### src/rtl/control_sequencer_pkg.sv
// Shared definitions for the hardwired control sequencer: opcode values,
// state encoding, instruction classes and the ALU one-hot bit layout.
package cpu_ctrl_pkg;

    localparam int OP_W  = 5;
    localparam int ALU_W = 10;

    // Opcode values (IR[31:27])
    localparam logic [OP_W-1:0] OP_LD   = 5'b00000;
    localparam logic [OP_W-1:0] OP_LDI  = 5'b00001;
    localparam logic [OP_W-1:0] OP_ST   = 5'b00010;
    localparam logic [OP_W-1:0] OP_ADD  = 5'b00011;
    localparam logic [OP_W-1:0] OP_SUB  = 5'b00100;
    localparam logic [OP_W-1:0] OP_AND  = 5'b00101;
    localparam logic [OP_W-1:0] OP_OR   = 5'b00110;
    localparam logic [OP_W-1:0] OP_SHR  = 5'b00111;
    localparam logic [OP_W-1:0] OP_SHL  = 5'b01000;
    localparam logic [OP_W-1:0] OP_ROR  = 5'b01001;
    localparam logic [OP_W-1:0] OP_ROL  = 5'b01010;
    localparam logic [OP_W-1:0] OP_ADDI = 5'b01011;
    localparam logic [OP_W-1:0] OP_ANDI = 5'b01100;
    localparam logic [OP_W-1:0] OP_ORI  = 5'b01101;
    localparam logic [OP_W-1:0] OP_NEG  = 5'b10000;
    localparam logic [OP_W-1:0] OP_NOT  = 5'b10001;
    localparam logic [OP_W-1:0] OP_NOP  = 5'b11010;
    localparam logic [OP_W-1:0] OP_HALT = 5'b11011;

    // ALU one-hot, MSB first in the same order as the top-level ports
    typedef logic [ALU_W-1:0] alu_oh_t;
    localparam alu_oh_t ALU_NONE = 10'b00_0000_0000;
    localparam alu_oh_t ALU_ADD  = 10'b10_0000_0000;
    localparam alu_oh_t ALU_SUB  = 10'b01_0000_0000;
    localparam alu_oh_t ALU_AND  = 10'b00_1000_0000;
    localparam alu_oh_t ALU_OR   = 10'b00_0100_0000;
    localparam alu_oh_t ALU_SHR  = 10'b00_0010_0000;
    localparam alu_oh_t ALU_SHL  = 10'b00_0001_0000;
    localparam alu_oh_t ALU_ROR  = 10'b00_0000_1000;
    localparam alu_oh_t ALU_ROL  = 10'b00_0000_0100;
    localparam alu_oh_t ALU_NEG  = 10'b00_0000_0010;
    localparam alu_oh_t ALU_NOT  = 10'b00_0000_0001;

    // Sequencer states; every state lasts exactly one cycle
    typedef enum logic [3:0] {
        RST  = 4'd0,
        T0   = 4'd1,
        T1   = 4'd2,
        T2   = 4'd3,
        T3   = 4'd4,
        T4   = 4'd5,
        T5   = 4'd6,
        T6   = 4'd7,
        T7   = 4'd8,
        HALT = 4'd9
    } state_t;

    // Instruction classes: members of a class share one execute sequence
    typedef enum logic [3:0] {
        CLS_ALU_R,
        CLS_ALU_I,
        CLS_UNARY,
        CLS_LD,
        CLS_LDI,
        CLS_ST,
        CLS_NOP,
        CLS_HALT,
        CLS_BAD
    } cls_t;

endpackage

### src/rtl/control_sequencer_instr_decode.sv
// Combinational opcode decoder: opcode -> instruction class plus the ALU
// one-hot used during the ALU step of that instruction. Address-forming
// classes (ld/ldi/st) report ADD because their effective address is C+Rb.
module instr_decode
    import cpu_ctrl_pkg::*;
(
    input  logic [OP_W-1:0] i_op,
    output cls_t            o_cls,
    output alu_oh_t         o_alu
);

    // Opcode table lookup
    always_comb begin
        o_cls = CLS_BAD;
        o_alu = ALU_NONE;
        case (i_op)
            OP_LD:   begin o_cls = CLS_LD;    o_alu = ALU_ADD; end
            OP_LDI:  begin o_cls = CLS_LDI;   o_alu = ALU_ADD; end
            OP_ST:   begin o_cls = CLS_ST;    o_alu = ALU_ADD; end
            OP_ADD:  begin o_cls = CLS_ALU_R; o_alu = ALU_ADD; end
            OP_SUB:  begin o_cls = CLS_ALU_R; o_alu = ALU_SUB; end
            OP_AND:  begin o_cls = CLS_ALU_R; o_alu = ALU_AND; end
            OP_OR:   begin o_cls = CLS_ALU_R; o_alu = ALU_OR;  end
            OP_SHR:  begin o_cls = CLS_ALU_R; o_alu = ALU_SHR; end
            OP_SHL:  begin o_cls = CLS_ALU_R; o_alu = ALU_SHL; end
            OP_ROR:  begin o_cls = CLS_ALU_R; o_alu = ALU_ROR; end
            OP_ROL:  begin o_cls = CLS_ALU_R; o_alu = ALU_ROL; end
            OP_ADDI: begin o_cls = CLS_ALU_I; o_alu = ALU_ADD; end
            OP_ANDI: begin o_cls = CLS_ALU_I; o_alu = ALU_AND; end
            OP_ORI:  begin o_cls = CLS_ALU_I; o_alu = ALU_OR;  end
            OP_NEG:  begin o_cls = CLS_UNARY; o_alu = ALU_NEG; end
            OP_NOT:  begin o_cls = CLS_UNARY; o_alu = ALU_NOT; end
            OP_NOP:  o_cls = CLS_NOP;
            OP_HALT: o_cls = CLS_HALT;
            default: o_cls = CLS_BAD;
        endcase
    end

endmodule

### src/rtl/control_sequencer.sv
// Hardwired control unit for the Datapath. Moore state machine stepping
// fetch (T0-T2) and per-class execute steps (T3-T7); every control output
// is decoded from the state register and the IR opcode.
// Optional feature macro: ILLEGAL_TRAP_EN -- undefined opcodes trap to HALT
// and raise a sticky illegal flag. Without it they execute as nop.
module control_sequencer
    import cpu_ctrl_pkg::*;
#(
    parameter int OPW = 5,
    parameter int IRW = 32
) (
    input  logic           clk,
    input  logic           clear_n,
    input  logic [IRW-1:0] IR,
    input  logic           stop,
    output logic           clear,
    output logic           PCout,
    output logic           Zlowout,
    output logic           MDRout,
    output logic           Cout,
    output logic           BAout,
    output logic           Rout,
    output logic           Gra,
    output logic           Grb,
    output logic           Grc,
    output logic           Rin,
    output logic           MARin,
    output logic           Zin,
    output logic           PCin,
    output logic           MDRin,
    output logic           IRin,
    output logic           Yin,
    output logic           IncPC,
    output logic           Read,
    output logic           Write,
    output logic           ADD,
    output logic           SUB,
    output logic           AND,
    output logic           OR,
    output logic           SHR,
    output logic           SHL,
    output logic           ROR,
    output logic           ROL,
    output logic           NEG,
    output logic           NOT,
    output logic           run,
    output logic           illegal
);

    state_t   r_state;
    state_t   w_step;
    state_t   w_next;
    cls_t     w_cls;
    alu_oh_t  w_alu;
    alu_oh_t  w_alu_out;
    logic     w_trap;

    // Only the opcode field matters to control; operand fields go to the Datapath
    logic w_unused_ir;
    assign w_unused_ir = ^IR[IRW-OPW-1:0];

    instr_decode u_decode (
        .i_op  (IR[IRW-1 -: OPW]),
        .o_cls (w_cls),
        .o_alu (w_alu)
    );

`ifdef ILLEGAL_TRAP_EN
    assign w_trap = (r_state == T2) && (w_cls == CLS_BAD);
`else
    assign w_trap = 1'b0;
`endif

    // Next-state: natural successor, then the stop request diverts any entry into T0
    always_comb begin
        w_step = r_state;
        case (r_state)
            RST: w_step = T0;
            T0:  w_step = T1;
            T1:  w_step = T2;
            T2: begin
                case (w_cls)
                    CLS_NOP:  w_step = T0;
                    CLS_HALT: w_step = HALT;
                    CLS_BAD:  w_step = w_trap ? HALT : T0;
                    default:  w_step = T3;
                endcase
            end
            T3:  w_step = T4;
            T4:  w_step = (w_cls == CLS_UNARY) ? T0 : T5;
            T5:  w_step = (w_cls == CLS_LD || w_cls == CLS_ST) ? T6 : T0;
            T6:  w_step = T7;
            T7:  w_step = T0;
            HALT: w_step = HALT;
            default: w_step = RST;
        endcase
        w_next = (w_step == T0 && stop) ? HALT : w_step;
    end

    // State register; reset abandons any instruction in flight
    always_ff @(posedge clk or negedge clear_n) begin
        if (!clear_n) r_state <= RST;
        else          r_state <= w_next;
    end

`ifdef ILLEGAL_TRAP_EN
    logic r_illegal;

    // Sticky undefined-opcode flag, cleared only by reset
    always_ff @(posedge clk or negedge clear_n) begin
        if (!clear_n)    r_illegal <= 1'b0;
        else if (w_trap) r_illegal <= 1'b1;
    end

    assign illegal = r_illegal;
`else
    assign illegal = 1'b0;
`endif

    assign {ADD, SUB, AND, OR, SHR, SHL, ROR, ROL, NEG, NOT} = w_alu_out;

    // Control decode: one step of microcode per state, keyed by class in execute
    always_comb begin
        clear     = 1'b0;
        PCout     = 1'b0;
        Zlowout   = 1'b0;
        MDRout    = 1'b0;
        Cout      = 1'b0;
        BAout     = 1'b0;
        Rout      = 1'b0;
        Gra       = 1'b0;
        Grb       = 1'b0;
        Grc       = 1'b0;
        Rin       = 1'b0;
        MARin     = 1'b0;
        Zin       = 1'b0;
        PCin      = 1'b0;
        MDRin     = 1'b0;
        IRin      = 1'b0;
        Yin       = 1'b0;
        IncPC     = 1'b0;
        Read      = 1'b0;
        Write     = 1'b0;
        w_alu_out = ALU_NONE;
        run       = (r_state != HALT);
        case (r_state)
            RST: clear = 1'b1;
            T0: begin
                PCout = 1'b1; MARin = 1'b1; IncPC = 1'b1; Zin = 1'b1;
            end
            T1: begin
                Zlowout = 1'b1; PCin = 1'b1; Read = 1'b1; MDRin = 1'b1;
            end
            T2: begin
                MDRout = 1'b1; IRin = 1'b1;
            end
            T3: begin
                case (w_cls)
                    CLS_ALU_R, CLS_ALU_I: begin
                        Grb = 1'b1; Rout = 1'b1; Yin = 1'b1;
                    end
                    CLS_UNARY: begin
                        Grb = 1'b1; Rout = 1'b1; Zin = 1'b1; w_alu_out = w_alu;
                    end
                    CLS_LD, CLS_LDI, CLS_ST: begin
                        Grb = 1'b1; BAout = 1'b1; Yin = 1'b1;
                    end
                    default: ;
                endcase
            end
            T4: begin
                case (w_cls)
                    CLS_ALU_R: begin
                        Grc = 1'b1; Rout = 1'b1; Zin = 1'b1; w_alu_out = w_alu;
                    end
                    CLS_ALU_I, CLS_LD, CLS_LDI, CLS_ST: begin
                        Cout = 1'b1; Zin = 1'b1; w_alu_out = w_alu;
                    end
                    CLS_UNARY: begin
                        Zlowout = 1'b1; Gra = 1'b1; Rin = 1'b1;
                    end
                    default: ;
                endcase
            end
            T5: begin
                case (w_cls)
                    CLS_ALU_R, CLS_ALU_I, CLS_LDI: begin
                        Zlowout = 1'b1; Gra = 1'b1; Rin = 1'b1;
                    end
                    CLS_LD, CLS_ST: begin
                        Zlowout = 1'b1; MARin = 1'b1;
                    end
                    default: ;
                endcase
            end
            T6: begin
                case (w_cls)
                    CLS_LD: begin
                        Read = 1'b1; MDRin = 1'b1;
                    end
                    CLS_ST: begin
                        Gra = 1'b1; Rout = 1'b1; MDRin = 1'b1;
                    end
                    default: ;
                endcase
            end
            T7: begin
                case (w_cls)
                    CLS_LD: begin
                        MDRout = 1'b1; Gra = 1'b1; Rin = 1'b1;
                    end
                    CLS_ST: Write = 1'b1;
                    default: ;
                endcase
            end
            default: ;
        endcase
    end

endmodule

### config.mk
export PLATFORM = sky130hd
export DESIGN_NAME = control_sequencer
export DESIGN_NICKNAME = d
export VERILOG_FILES = /design/src/rtl/control_sequencer_pkg.sv /design/src/rtl/control_sequencer_instr_decode.sv /design/src/rtl/control_sequencer.sv
export SDC_FILE = /design/constraint.sdc
export NUM_CORES = 1
export LEC_CHECK = 0
export CORE_ASPECT_RATIO = 1.2
export CORE_UTILIZATION = 37
export CTS_CLUSTER_DIAMETER = 80
export DETAILED_ROUTE_END_ITERATION = 7
export HOLD_SLACK_MARGIN = 0.05
export PLACE_DENSITY_LB_ADDON = 0.15
export SLEW_MARGIN = 20
export SYNTH_ARGS = -nofsm -noshare
export SYNTH_HDL_FRONTEND = slang
export SYNTH_HIERARCHICAL = 1
export SYNTH_SLANG_ARGS = --single-unit
### constraint.sdc
create_clock -name clk -period 5.15 [get_ports clk]
set_input_delay 1.545 -clock clk [delete_from_list [all_inputs] [get_ports clk]]
set_output_delay 1.545 -clock clk [all_outputs]
set_load 0.05 [all_outputs]
# ---- Word level (Yosys, flattened, before mapping)
# Cells that the tools add are included.
dict set report word_totals {
  regBits 4
  latch_bits 0
  ram_bits 0
  romBits 0
  out_inout_bits 32
  word_cells 97
  mem_count 0
}
dict set report op_classes {
  n_addsub 0
  multipliers 0
  div 0
  order_cmp 0
  n_eq_ne 36
  shifts 0
  mux 40
  bitwise_logic 0
  reduce_logical 20
}
# cell count
set op_table {}
lappend op_table {{$pmux 10 s10} 1}
lappend op_table {{$pmux 4 s9} 1}
lappend op_table {{$eq 4x3->1 const B} 8}
lappend op_table {{$pmux 4 s8} 1}
lappend op_table {{$eq 5x4->1 const B} 6}
lappend op_table {{$mux 1} 21}
lappend op_table {{$eq 5x3->1 const B} 4}
lappend op_table {{$eq 5x5->1 const B} 4}
lappend op_table {{$mux 10} 2}
lappend op_table {{$pmux 10 s2} 1}
lappend op_table {{$eq 4x2->1 const B} 4}
lappend op_table {{$eq 4x1->1 const B} 3}
lappend op_table {{$eq 4x4->1 const B} 3}
lappend op_table {{$pmux 1 s3} 4}
lappend op_table {{$reduce_or 2->1} 6}
lappend op_table {{$reduce_or 3->1} 4}
lappend op_table {{$eq 5x2->1 const B} 2}
lappend op_table {{$reduce_or 5->1} 2}
lappend op_table {{$logic_not 4->1} 2}
lappend op_table {{$pmux 1 s2} 4}
lappend op_table {{$pmux 4 s2} 1}
lappend op_table {{$reduce_or 8->1} 1}
lappend op_table {{$mux 3} 2}
lappend op_table {{$reduce_or 6->1} 1}
lappend op_table {{8 further kinds} 8}

# ---- Logic depth before layout (Yosys ltp)
# Gate-level depths: netlist of the first run.
dict set report depth {
  ltp_word 10
  depth_mapped 9
  ltp_nobuf 7
}

# ---- Modules after synthesis
# The synthesis of the first run kept the hierarchy.
# mod instances cells_per_inst area_per_inst_um2 seq_area_each_um2
set by_module_without_submodules {}
lappend by_module_without_submodules {control_sequencer 1 109 827.0 100.1}
lappend by_module_without_submodules {instr_decode 1 41 235.2 0.0}

# ---- Worst setup path before layout of the first run
# No wires, ideal clock.
dict set report synth_path {
  path_kind {input to output}
  start {in IR[27]}
  end {out Rout}
  t_arrival_ps 3966
  t_required_ps 3605
  setup_slack_ps -361
  stages 8
  path_buffers 2
  path_cell_list {buf_2 > nand2_1 > o22ai_1 > a22o_1 > buf_2 > a2111oi_0 > nor2_1 > o31ai_1}
}
dict set report synth_via {
  elab_chain_cells 7
}
# element line
set synth_rtl {}
lappend synth_rtl {{start: declaration} control_sequencer.sv:14} ;# input logic [IRW-1:0] IR,
lappend synth_rtl {{$eq 5x2->1, or another cell as far along} control_sequencer_instr_decode.sv:16} ;# case (i_op)
lappend synth_rtl {{$reduce_or 8->1 (no source line), or another cell as far along} -}
lappend synth_rtl {{$pmux 4 s8 (*)} control_sequencer_instr_decode.sv:16}
lappend synth_rtl {{via w_cls[0]} control_sequencer.sv:53} ;# cls_t w_cls;
lappend synth_rtl {{$eq 4x2->1, or another cell as far along} control_sequencer.sv:158} ;# case (w_cls)
lappend synth_rtl {{$reduce_or 3->1 (no source line)} -}
lappend synth_rtl {{$mux 1} control_sequencer.sv:158}
lappend synth_rtl {{$pmux 1 s3 (*)} control_sequencer.sv:146} ;# case (r_state)
lappend synth_rtl {{end: declaration} control_sequencer.sv:22} ;# output logic Rout,
# The timed path passes the listed nets; every way through them passes the cells marked *.

# ---- Worst setup path after layout of the first run
dict set report layout_path {
  start {in IR[28]}
  end {out MDRin}
}
dict set report layout_via {
  elab_chain_cells 7
}
# element line
set layout_rtl {}
lappend layout_rtl {{$eq 5x2->1, or another cell as far along} control_sequencer_instr_decode.sv:16}
lappend layout_rtl {{$reduce_or 8->1 (no source line), or another cell as far along} -}
lappend layout_rtl {{$pmux 4 s8 (*)} control_sequencer_instr_decode.sv:16}
lappend layout_rtl {{via w_cls[0]} control_sequencer.sv:53}
lappend layout_rtl {{$eq 4x2->1 or $eq 4x3->1 (tied branches)} control_sequencer.sv:197} ;# case (w_cls)
lappend layout_rtl {{$reduce_or 2->1 (no source line) (*)} -}
lappend layout_rtl {{$mux 1 (*)} control_sequencer.sv:197}
lappend layout_rtl {{$pmux 1 s2 (*)} control_sequencer.sv:146}
lappend layout_rtl {{end: declaration} control_sequencer.sv:30} ;# output logic MDRin,
# Marks and branches as above.

==> metrics.txt, run 1 <==
status=complete, no violations; endpoint class of the critical path=output pin; vias=1,308; Final setup violation count=0; Post-synth EDFFs=0; DR WL/cell=14.3 um; mapped cell area=1060 um^2; Rows=20; grt ovf=0; r2r endpoint=r_state[3]; Yosys Warn Count=6; Post-CTS Setup Inserts=0; Final Max Tran Viols=0; top_reg_cell synth=dfrtp_1; Min-Delay Path Depth=3; Die Ht=60.7 um; Post-Synth XOR/XNOR Area=0.0165; VDD IR-drop max=0.270 mV; Final Hold Fails=0; I/O pins=67; CP endpoint=MDRin; Max Freq=200 MHz; worst reg-to-reg setup slack=3.41 ns; largest family of logic cells by synthesized area=simple AND/OR/NAND/NOR gates; first-pass GRT wire length=5760 um; CP arrival=3.45 ns; Largest regs=r_state: 4 flops; initial core utilization=0.404; Largest register FFs=4; PortBufs=38; CP Max Fanout=7; number of global-route vias before repair=1,260; met3 routed WL=99 um; most frequent cells in the layout=buf_4, buf_12, nor2_1; Mapped Nets=185; CTS Buf Count=3; Critical R2R Launch=r_state[1]; area post-placement=1830 um^2; Top Layer Used=met4; last weighted congestion value of the routability-driven placer=0.887; CTS Hold Bufs=0; adder-cell share of the synthesized area=0; Final Non-Filler Cells=235; Synth cell types=49; clk sinks=4; Compound-Gate Fraction of Synth Area=0.216; share of layout cells above drive strength 1=0.386; Residual DRC=0; Final Power=0.000709 W; Largest Register=r_state; CTS Buffer Depth=2; Crit path required time=3.61 ns; syn avg cell area=7.08 um^2; kind of critical path=in -> out; Iter 0 DRT Violations=24; Area Growth Syn to Fin=80.9%; Final Skew=0.00881 ns; P_leak=0.841 nW; fin crit share=0.970; Async SR Flop Fraction=1.00; clk root buf=clkbuf_4; CORE AREA=2630 um^2; die area=3090 um^2; CTS tree=done; post-synthesis sequential area ratio=0.0942; WL met1=1250 um; hold_sp=r_state[3]; Synth Instances=150; #FFs+latches synth=4; Die Wd=50.9 um; Post-Synth Simple-Gate Area=0.551; reg2reg path depth=5; RSZ-0062 raised after global routing=no; WL final=3370 um; fill cell count=203; htree depth=1; ant diodes=0; crit path time final=5.00 ns; P per Cell Area=369 nW/um^2; Worst-path clk slew=0.04 ns; most common cell after layout, fill and taps aside=buf_4; placed insts=232; final net count=239; wire length on met2=1910 um; mux contribution to synthesized area=0; drt pass-1 iters=4; # Max-Cap Violations=0; Total GRT Usage=0.243; worst skew pair latency=0.24 ns; initial antenna violation count=0; hold crit path type=reg -> reg; largest net degree at the start of global routing=17; CP startpoint=IR[28]; Detailed Place HPWL=2610 um; post-route ant nets=0; Worst Setup Start Kind=input pin; via/cell ratio=5.57; Design Area, Final=1920 um^2
## worst min-delay path by stage
stage / to
after floorplan: r_state[3]
after global placement: r_state[3]
after detailed placement: r_state[3]
after CTS: r_state[3]
after global routing: r_state[3]
final: r_state[1]
## cell families after synthesis
group                     Yosys count
and+or+nand+nor                    89
other                               1
xor gates and xnor gates            2
buffers and inverters              23
AOI/OAI and AO/OA                  31
DFF                                 4
## Yosys cell counts, drive strengths merged, types with 2 or more instances
master	n	area [um^2]
nor2	16	60.1
buf	15	96.3
nand2	15	56.3
nor3b	11	138
nor3	9	45.0
nor2b	8	50.1
inv	6	22.5
nand2b	6	45.0
o21ai	5	25.0
a21oi	4	20.0
dfrtp	4	100
nand3	4	20.0
a2111oi	3	38.8
and3	3	20.0
nand3b	3	22.5
nor4	3	18.8
o22ai	3	18.8
a211oi	2	15.0
a31oi	2	12.5
and3b	2	17.5
clkbuf	2	7.51
nand4	2	12.5
nor4b	2	32.5
o211ai	2	15.0
o22a	2	17.5
xnor2	2	17.5
## per-layer routing
layer | vias up | GRT usage
li1 | 645 | -
met1 | 608 | 0.254
met2 | 45 | 0.481
met3 | 10 | 0.0276
met4 | 0 | 0.111
met5 | - | 0
## report_power, final
part / total [W] / internal [W] / switching, W
logic: 0.000577 / 0.000237 / 0.000341
registers: 0.0000926 / 0.0000449 / 0.0000477
clock network: 0.0000391 / 0.0000261 / 0.0000131
## area by class of cell
type	count	area, um^2	area share
repair buffers	66	815	0.424
inverters	6	22.5	0.0117
clock buffers	3	22.5	0.0117
multi-input cells	123	921	0.479
flip-flops and latches	4	100	0.0521
well taps	33	41.3	0.0215
## per-stage QoR
| stage | utilization | setup slack (ns) | hold slack (ns) | setup TNS [ns] |
|---|---|---|---|---|
| after floorplan | - | 0.00944 | 0.715 | 0 |
| after global placement | 0.696 | -0.151 | 0.783 | -1.42 |
| after detailed placement | 0.696 | -0.180 | 0.815 | -1.84 |
| after CTS | 0.730 | 0.131 | 0.832 | 0 |
| after global routing | 0.731 | 0.0159 | 0.905 | 0 |
| final | 0.731 | 0.154 | 0.834 | 0 |
## worst max-delay path, cell delays in order
cell,delay [ns]
dlygate4sd2_1,0.33
nand2_1,0.11
o22ai_1,0.22
a22o_2,0.27
nor4bb_2,0.32
nand3_1,0.12
o21a_1,0.14
o21ai_1,0.21
buf_12,0.17
## what timing repair did
item	in CTS	in global routing
endpoints found under the setup margin	16	3
pin swaps	2	1
resized for setup	18	2
No activity file was read; power rests on OpenSTA's default activity.
==> run 2: changes to the inputs <==
--- a/config.mk
+++ b/config.mk
@@ -11,7 +11,7 @@
 export DETAILED_ROUTE_END_ITERATION = 7
 export HOLD_SLACK_MARGIN = 0.05
 export PLACE_DENSITY_LB_ADDON = 0.15
-export SLEW_MARGIN = 20
+export RECOVER_POWER = 50
 export SYNTH_ARGS = -nofsm -noshare
 export SYNTH_HDL_FRONTEND = slang
 export SYNTH_HIERARCHICAL = 1
==> metrics.txt, run 2 (synthesis gave the netlist of run 1 again) <==
status=complete, no violations; Multi-input gate area=917 um^2 (-0.41%); share of layout cells above drive strength 1=0.381 (-0.00495); initial antenna violation count=0 (unchanged); via/cell ratio=5.56 (-0.15%); Final Non-Filler Cells=235 (unchanged); Final Skew=0.00909 ns (+0.000279 ns); CTS Buffer Depth=2 (unchanged); GR peak layer=met2; vias=1,306 (-0.15%); WL final=3370 um (about the same); fill cell count=204 (+0.49%); Residual DRC=0 (unchanged); htree depth=1 (unchanged); most common cell after layout, fill and taps aside=buf_4; CP Max Fanout=7 (unchanged); crit path time final=5.00 ns (+0.00681 ns); Worst Tran Pin Value=0.498 ns; slowest CP cell=dlygate4sd2_1; CTS tree=done; crit path cell chain=dlygate4sd2_1, buf_4, buf_4, inv_1, a21oi_1, buf_4, nor2b_1, and3b_1, nand4_1, nand4_1, buf_12; met2 Use GR=0.481 (unchanged); post-route ant nets=0 (unchanged); RSZ-0062 raised after global routing=no; TNS Setup=0 ns (unchanged); most frequent cells in the layout=buf_4, buf_12, nor2_1; met1 GRT Util=0.254 (unchanged); Largest Register=r_state; Worst Setup Start Kind=input pin; Max Freq=200 MHz (-0.14%); CTS Hold Bufs=0 (unchanged); largest net degree at the start of global routing=17 (unchanged); VDD IR-drop max=0.268 mV (-0.45%); I/O pins=67 (unchanged); P_leak=0.845 nW (+0.51%); fin crit share=0.971 (+0.00132); grt ovf=0 (unchanged); final net count=239 (unchanged); ant diodes=0 (unchanged); # Max-Cap Violations=0 (unchanged); CP delay by family, top=buffers and inverters; CP max stage delay=0.33 ns (about the same); PortBufs=38 (unchanged); Largest regs=r_state: 4 flops; placed insts=232 (unchanged); combinational share of power=0.811 (-0.003); switching share of power=0.572 (+0.00608); drt pass-1 iters=4 (unchanged); initial core utilization=0.404 (unchanged); Iter 0 DRT Violations=32 (+33%); Die Wd=50.9 um (unchanged); P_int=0.000299 W (-2.9%); number of global-route vias before repair=1,260 (unchanged); Worst-path clk slew=0.04 ns (about the same); CTS Buf Count=3 (unchanged); Rows=20 (unchanged); Reg area=100 um^2 (unchanged); Largest register FFs=4 (unchanged); CORE AREA=2630 um^2 (unchanged); last weighted congestion value of the routability-driven placer=0.887 (unchanged); Final Hold Fails=0 (unchanged); CP arrival=3.46 ns (about the same); P per Cell Area=368 nW/um^2 (-0.25%); DR WL/cell=14.3 um (about the same); Detailed Place HPWL=2610 um (unchanged); Seq pwr share=0.133 (+0.002); CP dominant cell by count=buf_4; Area Growth Syn to Fin=78.7%; clk root buf=clkbuf_4; switching power total=0.000400 W (-0.42%); Total GRT Usage=0.243 (unchanged); clock power share=0.056 (about the same); met3 usage=0.0276 (unchanged); Crit path required time=3.61 ns (about the same); Final setup violation count=0 (unchanged); die area=3090 um^2 (unchanged); kind of critical path=in -> out; worst skew pair latency=0.24 ns (about the same); hold crit path type=reg -> reg; endpoint class of the critical path=output pin; clk sinks=4 (unchanged); Die Ht=60.7 um (unchanged); first-pass GRT wire length=5760 um (unchanged); worst path buffer plus inverter count=6 (+4); Rel. slew slack=0.667; Final Max Tran Viols=0 (unchanged)
[run 2: final cells by class]
class,count,area share
flip-flops and latches,4,0.0527
clock buffers,3,0.0119
inverters,6,0.0119
well taps,33,0.0218
repair buffers,66,0.419
multi-input cells,123,0.483
[run 2: timing repair]
item,4_1_cts,5_1_grt
pin swaps,2,1
gates resized for setup,18,2
endpoints found under the setup margin,16,3
setup buffers,0,0
[run 2: through the flow]
step	worst slack, ns	utilization	cell area, um^2	hold WS [ns]	total power (W)
final	0.147	0.722	1900	0.832	0.000698
after global routing	0.00875	0.722	1900	0.903	0.000742
after CTS	0.131	0.730	1920	0.832	0.000709
after detailed placement	-0.180	0.696	1830	0.815	0.000660
after global placement	-0.151	0.696	1830	0.783	0.000647
after floorplan	0.00944	-	1070	0.715	0.000441
[run 2: power by group through the flow]
stage / registers (W) / clock network, W / logic [W]
2_1_floorplan: 0.0000566 / 0 / 0.000384
3_3_place_gp: 0.0000898 / 0 / 0.000558
3_5_place_dp: 0.0000919 / 0 / 0.000568
4_1_cts: 0.0000912 / 0.0000404 / 0.000577
5_1_grt: 0.0000998 / 0.0000431 / 0.000599
6_report: 0.0000927 / 0.0000392 / 0.000566
[run 2: worst paths after layout]
| path | startpoint | end | slack [ns] | cells after the start |
|---|---|---|---|---|
| min in group asynchronous | clear_n | r_state[0] | 1.57 | 1 |
| min | r_state[3] | r_state[1] | 0.83 | 3 |
| min reg2reg | r_state[3] | r_state[1] | 0.83 | 3 |
| max | IR[28] | Gra | 0.15 | 11 |
| max in group asynchronous | clear_n | r_state[3] | 3.40 | 1 |
| max reg2reg | r_state[1] | r_state[3] | 3.43 | 5 |
[run 2: per-layer routing]
metal  wire (um)  share of wire
met4         105          0.031
met2        1920           0.57
met5           0              0
met3         106          0.031
met1        1240           0.37
[run 2: tightest hold or removal path, cell delays in order (launching register included)]
cell and delay [ns]:
dfrtp_1 0.49, nor2_1 0.18, a2111oi_2 0.09, inv_1 0.05
==> edit 1, RTL diff (flow settings as in run 2) <==
The 10 states of `state_t` get a Gray code encoding in 4 bits.
--- a/src/rtl/control_sequencer_pkg.sv
+++ b/src/rtl/control_sequencer_pkg.sv
@@ -43,12 +43,12 @@
     typedef enum logic [3:0] {
-        RST  = 4'd0,
-        T0   = 4'd1,
-        T1   = 4'd2,
-        T2   = 4'd3,
-        T3   = 4'd4,
-        T4   = 4'd5,
-        T5   = 4'd6,
-        T6   = 4'd7,
-        T7   = 4'd8,
-        HALT = 4'd9
+        RST  = 4'b0000,
+        T0   = 4'b0001,
+        T1   = 4'b0011,
+        T2   = 4'b0010,
+        T3   = 4'b0110,
+        T4   = 4'b0111,
+        T5   = 4'b0101,
+        T6   = 4'b0100,
+        T7   = 4'b1100,
+        HALT = 4'b1101
     } state_t;
Check against the original RTL: no difference found for any inputs over 10 cycles, from zero or initial values; not proved beyond that.
==> edit 1 against run 2 <==
- total power down 3.0%
- setup slack worse by 0.063 ns
- non-clock buffer count down 2
- register-to-register slack lost 0.34 ns
- area after synthesis shrank 2.8%
- sequential power up 24%
- routed wire length down 5.2%
- sequential cell count stayed put
- design area down 9.8%
- critical path type unchanged
==> edit 1: results (changes against run 2) <==
run_status:
  status: "completed"  # unchanged
layout:
  multi_input_comb_cells: 131  # was 123
  clk_share: 0.0132  # was 0.0119
  nFillCells: 236  # was 204
  nonClkBufAreaFrac: 0.382  # was 0.419
  final_layout_size_suffix_gt1_frac: 0.380  # was 0.381
critical_path:
  setup.worst_path.end: "NEG"  # was Gra
  rr_endpoint: "r_state[2]"  # was r_state[3]
  arrival_ns: 3.52  # was 3.46 ns
  crit_slowest_cell: "or4b_4"  # was dlygate4sd2_1
  cpPeakStageDelay_ns: 0.51  # was 0.33 ns
  crit_path_max_fanout: 11  # was 7
  regToRegSetupSlack_ns: 3.09  # was 3.43 ns
  crit_path_start: "IR[30]"  # was IR[28]
power_and_ir_drop:
  p_comb_mw: 0.525  # was 0.566 mW
  vdd_drop_max_v: 0.000315  # was 0.000268 V
  power_switching_mw: 0.384  # was 0.400 mW
synthesis:
  synthTopCellsByArea: "dfrtp_1 (9.7%), nor2b_1 (8.5%), nor2_1 (6.5%)"  # was nor3b_2 (13%), dfrtp_1 (9.4%), nor2_1 (5.7%)
  synthDistinctLibCells: 53  # was 49
  synth_common_cells: "nor2_1 (18), nor2b_1 (14), nand2_1 (10), nor3_1 (10)"  # was nor2_1 (16), nand2_1 (15), nor3b_2 (11)
  synth_mux_area_frac: 0.00970  # was 0
  synth_compound_area_frac: 0.221  # was 0.216
  synth_xor_area_frac: 0.0255  # was 0.0165
global_route:
  grt_pass1_wl_um: 5230  # was 5760 um
  grt_max_degree: 22  # was 17
  groute.usage.overall: 0.224  # was 0.243
cts:
  cts_resized: 15  # was 18
routing:
  wl_per_cell_um: 13.2  # was 14.3 um
  via_count: 1327  # was 1306
placement:
  place.gp.congestion: 0.822  # was 0.887
timing:
  fin_hold_ws_ns: 0.837  # was 0.832 ns
  slew_headroom: 0.580  # was 0.667
-- edit 1: cell count changes after synthesis, moves of 3 or more --
cell,delta
o21ai_1,-3
nand2_1,-5
a21oi_1,+5
nor2b_1,+6
nand2b_1,+4
clkbuf_1,+6
buf_2,-3
nor3b_2,-11
-- edit 1: through the flow --
step	instances	power (mW)	area (sq um)	worst slack, ns
final	241	0.677	1710	0.0844
after floorplan	160	0.465	1080	-0.253
after global routing	241	0.722	1710	-0.0232
after detailed placement	238	0.649	1680	-0.267
after global placement	238	0.635	1680	-0.223
after CTS	241	0.688	1730	0.0117
-- edit 1: metal layers --
metal	global-route usage	routed length [um]	part of all wire	vias up
li1	-	-	-	659
met4	0.127	50	0.016	0
met1	0.229	1270	0.40	624
met2	0.444	1760	0.55	38
met5	0	0	0	-
met3	0.0127	109	0.034	6
-- edit 1: cells by family after synthesis --
family	count (synthesis)
AOI/OAI and AO/OA	33
muxes	1
and+or+nand+nor	93
DFF	4
other	1
buffers and inverters	25
xor gates and xnor gates	3
==> edit 2, RTL diff (config.mk and constraints of run 2) <==
Without the edit above. The option `ILLEGAL_TRAP_EN` is turned on by a define.
--- a/src/rtl/control_sequencer.sv
+++ b/src/rtl/control_sequencer.sv
@@ -5,2 +5,4 @@
 // and raise a sticky illegal flag. Without it they execute as nop.
+`define ILLEGAL_TRAP_EN
+
 module control_sequencer
Formal check against the unedited RTL: not equivalent (a bounded check fails within 10 cycles, from zero or initial values).
==> edit 2 against run 2 <==
- global-route usage decreased by 1.4 points
- synthesized cell count increased by 1.3%
- sequential share of layout area up 1.2 points
- area after synthesis is 2.5% higher
- cell count grew 0.43%
- total power up 2.1%
- routed wire length is 1.2% lower
- sequential cell count up 1
- design area grew 1.7%
- hold slack got worse by 0.36 ns
- setup slack gained 0.029 ns
- largest cell class unchanged
==> edit 2: results (changes against run 2) <==
layout:
  nFillCells: 235  # was 204
  top_register: "r_state"  # unchanged
  antenna_cells: 0  # unchanged
  final_layout_size_suffix_gt1_frac: 0.411  # was 0.381
  multi_input_area_sq_um: 915  # was 917 sq um
  nNetsFinal: 238  # was 239
  largest_register_ffs: 4  # unchanged
routing:
  wl_per_cell_um: 14.1  # was 14.3 um
  drt_iter0_markers: 56  # was 32
  via_count: 1314  # was 1306
  dr.pass1.iters: 4  # unchanged
cts:
  htree_num_levels: 1  # unchanged
  path_clk_slew_ns: 0.04  # about the same
  insertion_delay_ns: 0.24  # about the same
  clk_path_buf_depth: 2  # unchanged
  clock-root-buffer: "clkbuf_4"  # unchanged
  cts-buffers-inserted: 3  # unchanged
synthesis:
  synth_xor_area_frac: 0.0161  # was 0.0165
  synthTopCellsByArea: "dfrtp_1 (11%), a21boi_2 (9.3%), nor2_1 (5.2%)"  # was nor3b_2 (13%), dfrtp_1 (9.4%), nor2_1 (5.7%)
  ys.flop_type: "dfrtp_1"  # unchanged
  syn-num-nets: 187  # was 185
  synthAdderAreaFrac: 0  # unchanged
  synth_compound_area_frac: 0.286  # was 0.216
  ys_async_sr_fraction: 1.00  # unchanged
  synth_mux_area_frac: 0  # unchanged
  synthDistinctLibCells: 50  # was 49
  synth_common_cells: "nor2_1 (15), nand2_1 (14), a21boi_2 (9), nor2b_1 (9), buf_2 (8)"  # was nor2_1 (16), nand2_1 (15), nor3b_2 (11)
  yosys_warnings: 6  # unchanged
  synth_seq_area_share: 0.115  # was 0.0942
placement:
  post-place-ws_ns: -0.150  # was -0.180 ns
  placed_cell_area_sq_um: 1820  # was 1830 sq um
  numPortBuffers: 39  # was 38
  place.gp.congestion: 0.814  # was 0.887
  hpwl_um: 2570  # was 2610 um
global_route:
  grt_max_degree: 16  # was 17
  grt_pass1_wl_um: 5610  # was 5760 um
  groute.usage.overall: 0.229  # was 0.243
  antenna_found_initial: 0  # unchanged
critical_path:
  crit_path_start: "IR[31]"  # was IR[28]
  cpPeakStageDelay_ns: 0.35  # was 0.33 ns
  cp_top_family: "simple AND/OR/NAND/NOR gates"  # was buffers and inverters
  r2r-start: "r_state[0]"  # was r_state[1]
  arrival_ns: 3.43  # was 3.46 ns
  crit_path_max_fanout: 8  # was 7
  crit_slowest_cell: "dlygate4sd2_1"  # unchanged
timing:
  slew_headroom: 0.595  # was 0.667
  clock_skew_ns: 0.00454  # was 0.00909 ns
  hold_viol_final: 0  # unchanged
power_and_ir_drop:
  vdd_drop_max_v: 0.000310  # was 0.000268 V
  power_leakage_nw: 0.799  # was 0.845 nW
hold_path:
  hold_path.class: "flip-flop to flip-flop"  # unchanged
  worstHoldStart: "illegal"  # was r_state[3]
run_status:
  status: "completed"  # unchanged
[edit 2: timing repair]
| item | 4_1_cts | 5_1_grt |
|---|---|---|
| pin swaps | 0 | 6 |
| endpoints found under the setup margin | 10 | 18 |
| gates cloned | 0 | 0 |
| gates resized for setup | 7 | 15 |
| setup buffers | 0 | 1 |
| hold buffers | 0 | 0 |
[edit 2: per-stage QoR]
stage	TNS [ns]	std cells
floorplan	0	152
global placement	-0.335	231
detailed placement	-0.685	231
CTS	0	235
global route	0	236
finish	0	236
[edit 2: worst paths after layout]
check,slack [ns],depth (start not counted),endpoint
max in group asynchronous,3.37,1,r_state[2]
worst min register to register,0.47,1,illegal
worst max register to register,3.43,5,r_state[3]
worst min-delay path,0.47,1,illegal
worst max-delay path,0.18,9,Gra
min in group asynchronous,1.59,1,r_state[1]
[edit 2: power by group]
| group | leakage, nW | switching [mW] | internal [mW] |
|---|---|---|---|
| Combinational | 0.725 | 0.335 | 0.224 |
| Clock | 0.0150 | 0.0165 | 0.0293 |
| Sequential | 0.0597 | 0.0521 | 0.0566 |
| Total | 0.799 | 0.403 | 0.310 |
[edit 2: cell families after synthesis]
kind of cell | after synthesis
buf+inv | 25
compound gates | 37
xor+xnor | 2
simple gates | 83
flops | 5
[edit 2: worst reg2reg max path: stages (launching register included)]
cell and delay [ns]:
dfrtp_1 0.55, nor4bb_1 0.51, nand3_1 0.16, buf_4 0.18
o2111ai_4 0.09, o41ai_2 0.11
[edit 2: metal layers]
| layer | global-route usage | vias to the layer above | wire, um |
|---|---|---|---|
| met2 | 0.429 | 38 | 1840 |
| met1 | 0.260 | 628 | 1310 |
| met5 | 0 | - | 0 |
| li1 | - | 639 | - |
| met4 | 0.120 | 0 | 78 |
| met3 | 0.0173 | 9 | 96 |
[edit 2: cell type report]
| type | instances | area share |
|---|---|---|
| sequential | 5 | 0.0648 |
| tap | 34 | 0.0220 |
| multi-input combinational | 122 | 0.474 |
| clock buffer | 4 | 0.0136 |
| timing repair buffer | 63 | 0.410 |
| inverter | 8 | 0.0156 |
